## src/rtl/if_pc_stage.sv

```systemverilog
// Instruction-fetch PC stage: owns the PC register, issues instruction
// memory requests, and delivers (instruction, PC+1) pairs to the DOF stage.
// A one-entry holding buffer catches a word that returns while the
// downstream stage is stalled, so no acknowledged instruction is lost.
module if_pc_stage #(
  parameter logic [15:0] RESET_PC = 16'h0000
) (
  input  logic        clk,
  input  logic        rst_n,
  input  logic [15:0] pc_next,
  input  logic        redirect,
  input  logic        stall,
  output logic        imem_req,
  output logic [15:0] imem_addr,
  input  logic        imem_ack,
  input  logic [15:0] imem_rdata,
  output logic [15:0] pc,
  output logic [15:0] pc_plus1,
  output logic [15:0] ir_out,
  output logic [15:0] pc1_out,
  output logic        ir_valid
);

  typedef enum logic [1:0] {
    IDLE  = 2'b00,
    FETCH = 2'b01,
    HOLD  = 2'b10
  } state_t;

  state_t      state;
  logic [15:0] hbuf;
  logic [15:0] hbuf_pc1;

  // Address and incrementer are pure functions of the PC register; the
  // 16-bit sum drops the carry so 16'hFFFF wraps to 16'h0000.
  assign pc_plus1  = pc + 16'd1;
  assign imem_addr = pc;
  assign imem_req  = (state == FETCH);

  // Fetch control: redirect beats stall and ack; the PC only advances when
  // the word at the current address has been captured (IR or hbuf) or is
  // being thrown away by a redirect, which keeps imem_addr stable while a
  // request is outstanding.
  always_ff @(posedge clk) begin
    // NOTE: every register here, including the holding buffer, is cleared
    // by the synchronous reset so a word parked in hbuf can never leak out
    // after reset; all state uses non-blocking assignments so each branch
    // sees the pre-edge values of pc, pc_plus1 and hbuf.
    if (!rst_n) begin
      state    <= IDLE;
      pc       <= RESET_PC;
      ir_out   <= 16'h0000;
      pc1_out  <= 16'h0000;
      ir_valid <= 1'b0;
      hbuf     <= 16'h0000;
      hbuf_pc1 <= 16'h0000;
    end else if (redirect) begin
      // Any word acknowledged now, and anything parked in hbuf, is dropped
      // simply by not copying it anywhere and leaving HOLD.
      pc       <= pc_next;
      ir_valid <= 1'b0;
      state    <= FETCH;
    end else begin
      case (state)
        IDLE: begin
          state <= FETCH;
        end

        FETCH: begin
          if (stall) begin
            // IR outputs frozen; an arriving word is parked for later.
            if (imem_ack) begin
              hbuf     <= imem_rdata;
              hbuf_pc1 <= pc_plus1;
              pc       <= pc_next;
              state    <= HOLD;
            end
          end else if (imem_ack) begin
            ir_out   <= imem_rdata;
            pc1_out  <= pc_plus1;
            ir_valid <= 1'b1;
            pc       <= pc_next;
          end else begin
            // Wait state: insert a bubble and keep requesting the same PC.
            ir_valid <= 1'b0;
          end
        end

        HOLD: begin
          // No request is issued here; the parked word goes out as soon as
          // the stall clears, then fetching resumes at the advanced PC.
          if (!stall) begin
            ir_out   <= hbuf;
            pc1_out  <= hbuf_pc1;
            ir_valid <= 1'b1;
            state    <= FETCH;
          end
        end

        default: begin
          state <= IDLE;
        end
      endcase
    end
  end

endmodule

```

## config.mk

```make
export PLATFORM = sky130hd
export DESIGN_NAME = if_pc_stage
export DESIGN_NICKNAME = d
export VERILOG_FILES = /design/src/rtl/if_pc_stage.sv
export SDC_FILE = /design/constraint.sdc
export NUM_CORES = 1
export LEC_CHECK = 0
export CAP_MARGIN = 20
export CORE_AREA = 2 2 97 99
export CTS_CLUSTER_DIAMETER = 30
export DETAILED_ROUTE_END_ITERATION = 6
export DIE_AREA = 0 0 99 101
export PLACE_DENSITY = 0.75
export RECOVER_POWER = 25
export SYNTH_ARGS = -nofsm -noshare
export SYNTH_HDL_FRONTEND = slang
export SYNTH_SLANG_ARGS = --single-unit
```

## constraint.sdc

```tcl
create_clock -name clk -period 1.8 [get_ports clk]
set_input_delay 0.18 -clock clk [delete_from_list [all_inputs] [get_ports clk]]
set_output_delay 0.18 -clock clk [all_outputs]
set_load 0.1 [all_outputs]
```

==> flow_summary.json <==
{
  "synthSimpleGateAreaFrac_pct": 23.4,
  "criticalPathCategory": "reg -> out",
  "clockRootBuffer": "clkbuf_8",
  "grt_max_degree": 34,
  "powerDensity_nw_per_um2": 831,
  "comb_power_share_pct": 30.1,
  "switching_share_pct": 36.8,
  "start_util_pct": 41.0,
  "syn_nets": 492,
  "wire_per_inst_um": 15.6,
  "clkSinkCount": 83,
  "hold_viol_final": 0,
  "synthDominantCellAreaShare_pct": 45.1,
  "p_int_w": 0.00312,
  "cts_made_buffers": 9,
  "finalCritPeriodShare_pct": 113,
  "path_max_fanout": 6,
  "arrival_ps": 1860,
  "drt_first_pass_iters": 4,
  "die_w_um": 99,
  "max_cap_viol_count": 0,
  "ys_top_cells_by_count": "91 x nand2_1, 83 x dfxtp_1, 53 x nor2_1",
  "insertion_delay_ps": 350,
  "track_usage_pct": 21.2,
  "synth_compound_area_share_pct": 16.3,
  "h-tree-depth": 3,
  "final_antenna_net_count": 0,
  "drive_gt1_share_pct": 37.9,
  "ys_seq_area_share_pct": 45.1,
  "synth_top_family_by_area": "simple AND/OR/NAND/NOR gates",
  "drc": 0,
  "syn-cell-area_um2": 3680,
  "wirelength_um": 11200,
  "die_y_um": 101,
  "routed_via_density": 5.34,
  "final_util_pct": 66.0,
  "rr_worst_depth": 8,
  "status": "finished with violations",
  "die_area_um2": 10000,
  "ys_ff_latch": 83,
  "post_synth_mux_area_share_pct": 4.35,
  "worst_slew_pin_slew_ps": 937,
  "synthXorXnorAreaFrac_pct": 1.90,
  "fin_crit_ps": 2040,
  "seq_power_share_pct": 39.8,
  "hp-class": "in -> reg",
  "post-dp-hpwl_um": 6960,
  "cts_tree": "done",
  "synth-adder-area-share_pct": 0.340,
  "netlist_instances": 454,
  "whs_path_depth": 3,
  "start_kind": "flip-flop",
  "synthFlopType": "dfxtp_1",
  "hold_buffers": 0,
  "rsz0062_at_grt": "true",
  "portBuffers": 118,
  "cts_buffer_depth": 2,
  "setup_tns_ps": -2250,
  "synth.lib_cells_used.distinct": 43,
  "irDropWorstVdd_mv": 0.614,
  "synth_top_area_cell": "dfxtp_1",
  "diodes": 0,
  "syn2layout_area_growth_pct": 61.0,
  "rows": 35,
  "fmax_mhz": 490,
  "gp_congestion": 0.838,
  "synth_area_per_cell_um2": 8.11,
  "fin_worst_skew_ps": 10.6,
  "core-area_um2": 8980,
  "violations": "negative setup slack",
  "drt_iter0_drc": 189,
  "overflow": 0,
  "grt_pass1_wl_um": 17100,
  "synth_edf_count": 0,
  "fin_nets": 640,
  "drv_slew": 0,
  "p_switching_w": 0.00181,
  "ys_warn_count": 0,
  "required_ps": 1620,
  "num_vias": 3837,
  "synthTopCellsByArea": "dfxtp_1 45%, nand2_1 9.3%, nor2_1 5.4%",
  "io_pins": 119,
  "async_flop_share_pct": 0,
  "antenna_found_initial": 0,
  "setup_violations": 12,
  "pwr-share-clk_pct": 30.1,
  "grt_pass1_vias": 3609,
  "clk_pin_slew_ps": 90,
  "end_kind": "output port",
  "slew_headroom_pct": 37.4,
  "power_leakage_nw": 2.41,
  "synth_most_common_cell": "nand2_1",
  "fin_ws_ps": -241
}
==> timing repair <==
| item | CTS | global route |
|---|---|---|
| hold endpoints to repair | 0 | 0 |
| pin swaps | 16 | 17 |
| endpoints found under the setup margin | 14 | 28 |
| resized for setup | 22 | 17 |
| setup buffers | 22 | 15 |
| gates cloned | 1 | 0 |
==> placed cells by master, fill, tap and decap left out, types with 5 or more instances in the layout <==
cell type         n
dfxtp_4          15
dfxtp_1          66
buf_6             7
nor2_1           53
inv_1             5
o21ai_0           9
clkdlybuf4s50_1  35
clkbuf_2         35
a21oi_1          27
nand2b_1          6
or2_4             5
buf_4            84
clkinvlp_4        6
nor3_1           11
o22ai_1           5
nand4_1           7
nand2_1          90
nor4_4            6
a311oi_1         17
mux2i_1          16
clkbuf_8          9
buf_12           23
==> final timing paths <==
| check | from | to | slack (ps) |
|---|---|---|---|
| worst max-delay path | imem_addr[0]$_SDFFE_PN0P_ | pc_plus1[6] | -240 |
| worst min register to register | hbuf[5]$_SDFFE_PN0P_ | hbuf[5]$_SDFFE_PN0P_ | 460 |
| worst max register to register | imem_addr[4]$_SDFFE_PN0P_ | pc1_out[9]$_SDFFE_PN0P_ | 10 |
| worst min-delay path | imem_rdata[4] | hbuf[4]$_SDFFE_PN0P_ | 410 |
==> area by class of cell <==
type | instances | area (um2)
Sequential cell | 83 | 1720
Clock inverter | 6 | 76.3
Tap cell | 111 | 139
Multi-Input combinational cell | 311 | 2070
Timing Repair Buffer | 185 | 1710
Inverter | 12 | 67.6
Clock buffer | 10 | 149
Fill cell | 722 | 3050
==> cell families after synthesis <==
kind of cell / Yosys count
AND/OR/NAND/NOR: 197
multiplexers: 16
XOR/XNOR: 8
AO/OA/AOI/OAI: 88
buffers and inverters: 61
flip-flops: 83
adder cells (fa/ha/maj): 1
==> worst max-delay path, cell delays in order (launching register included) <==
cell	delay, ps
dfxtp_4	400
ha_4	150
nand3_4	150
buf_6	180
o21a_4	210
or2_4	250
buf_12	170
==> power groups by stage <==
stage	Clock, W	Sequential (W)	Combinational (W)
6_report	0.00148	0.00196	0.00148
5_1_grt	0.00160	0.00197	0.00154
4_1_cts	0.00151	0.00196	0.00145
3_5_place_dp	0	0.00201	0.00138
3_3_place_gp	0	0.00201	0.00137
2_1_floorplan	0	0.00232	0.000677
==> per-stage QoR <==
step	setup slack (ps)	hold WS (ps)	total power, W	instance area, um2	cells
final	-241	406	0.00493	5930	718
after global routing	-307	421	0.00511	5930	718
after CTS	-195	396	0.00493	5840	704
after detailed placement	-176	447	0.00339	5280	665
after global placement	-21.9	442	0.00337	5280	665
after floorplan	-318	286	0.00300	3930	454
==> metal layers <==
layer	part of all wire (%)	vias to the layer above	wire length, um	global-route usage (%)
met2	52	142	5820	39.6
li1	-	1857	-	-
met4	1.7	0	193	5.80
met3	8.0	20	890	4.30
met5	0	-	0	0
met1	38	1818	4280	24.6
==> flip-flops by register name, summed over array words and instances, names as in the netlist <==
| name | count |
|---|---|
| pc1_out | 16 |
| hbuf_pc1 | 16 |
| ir_out | 16 |
| hbuf | 16 |
| imem_addr | 16 |
| state | 2 |
| ir_valid | 1 |
No activity file was read; power rests on OpenSTA's default activity.
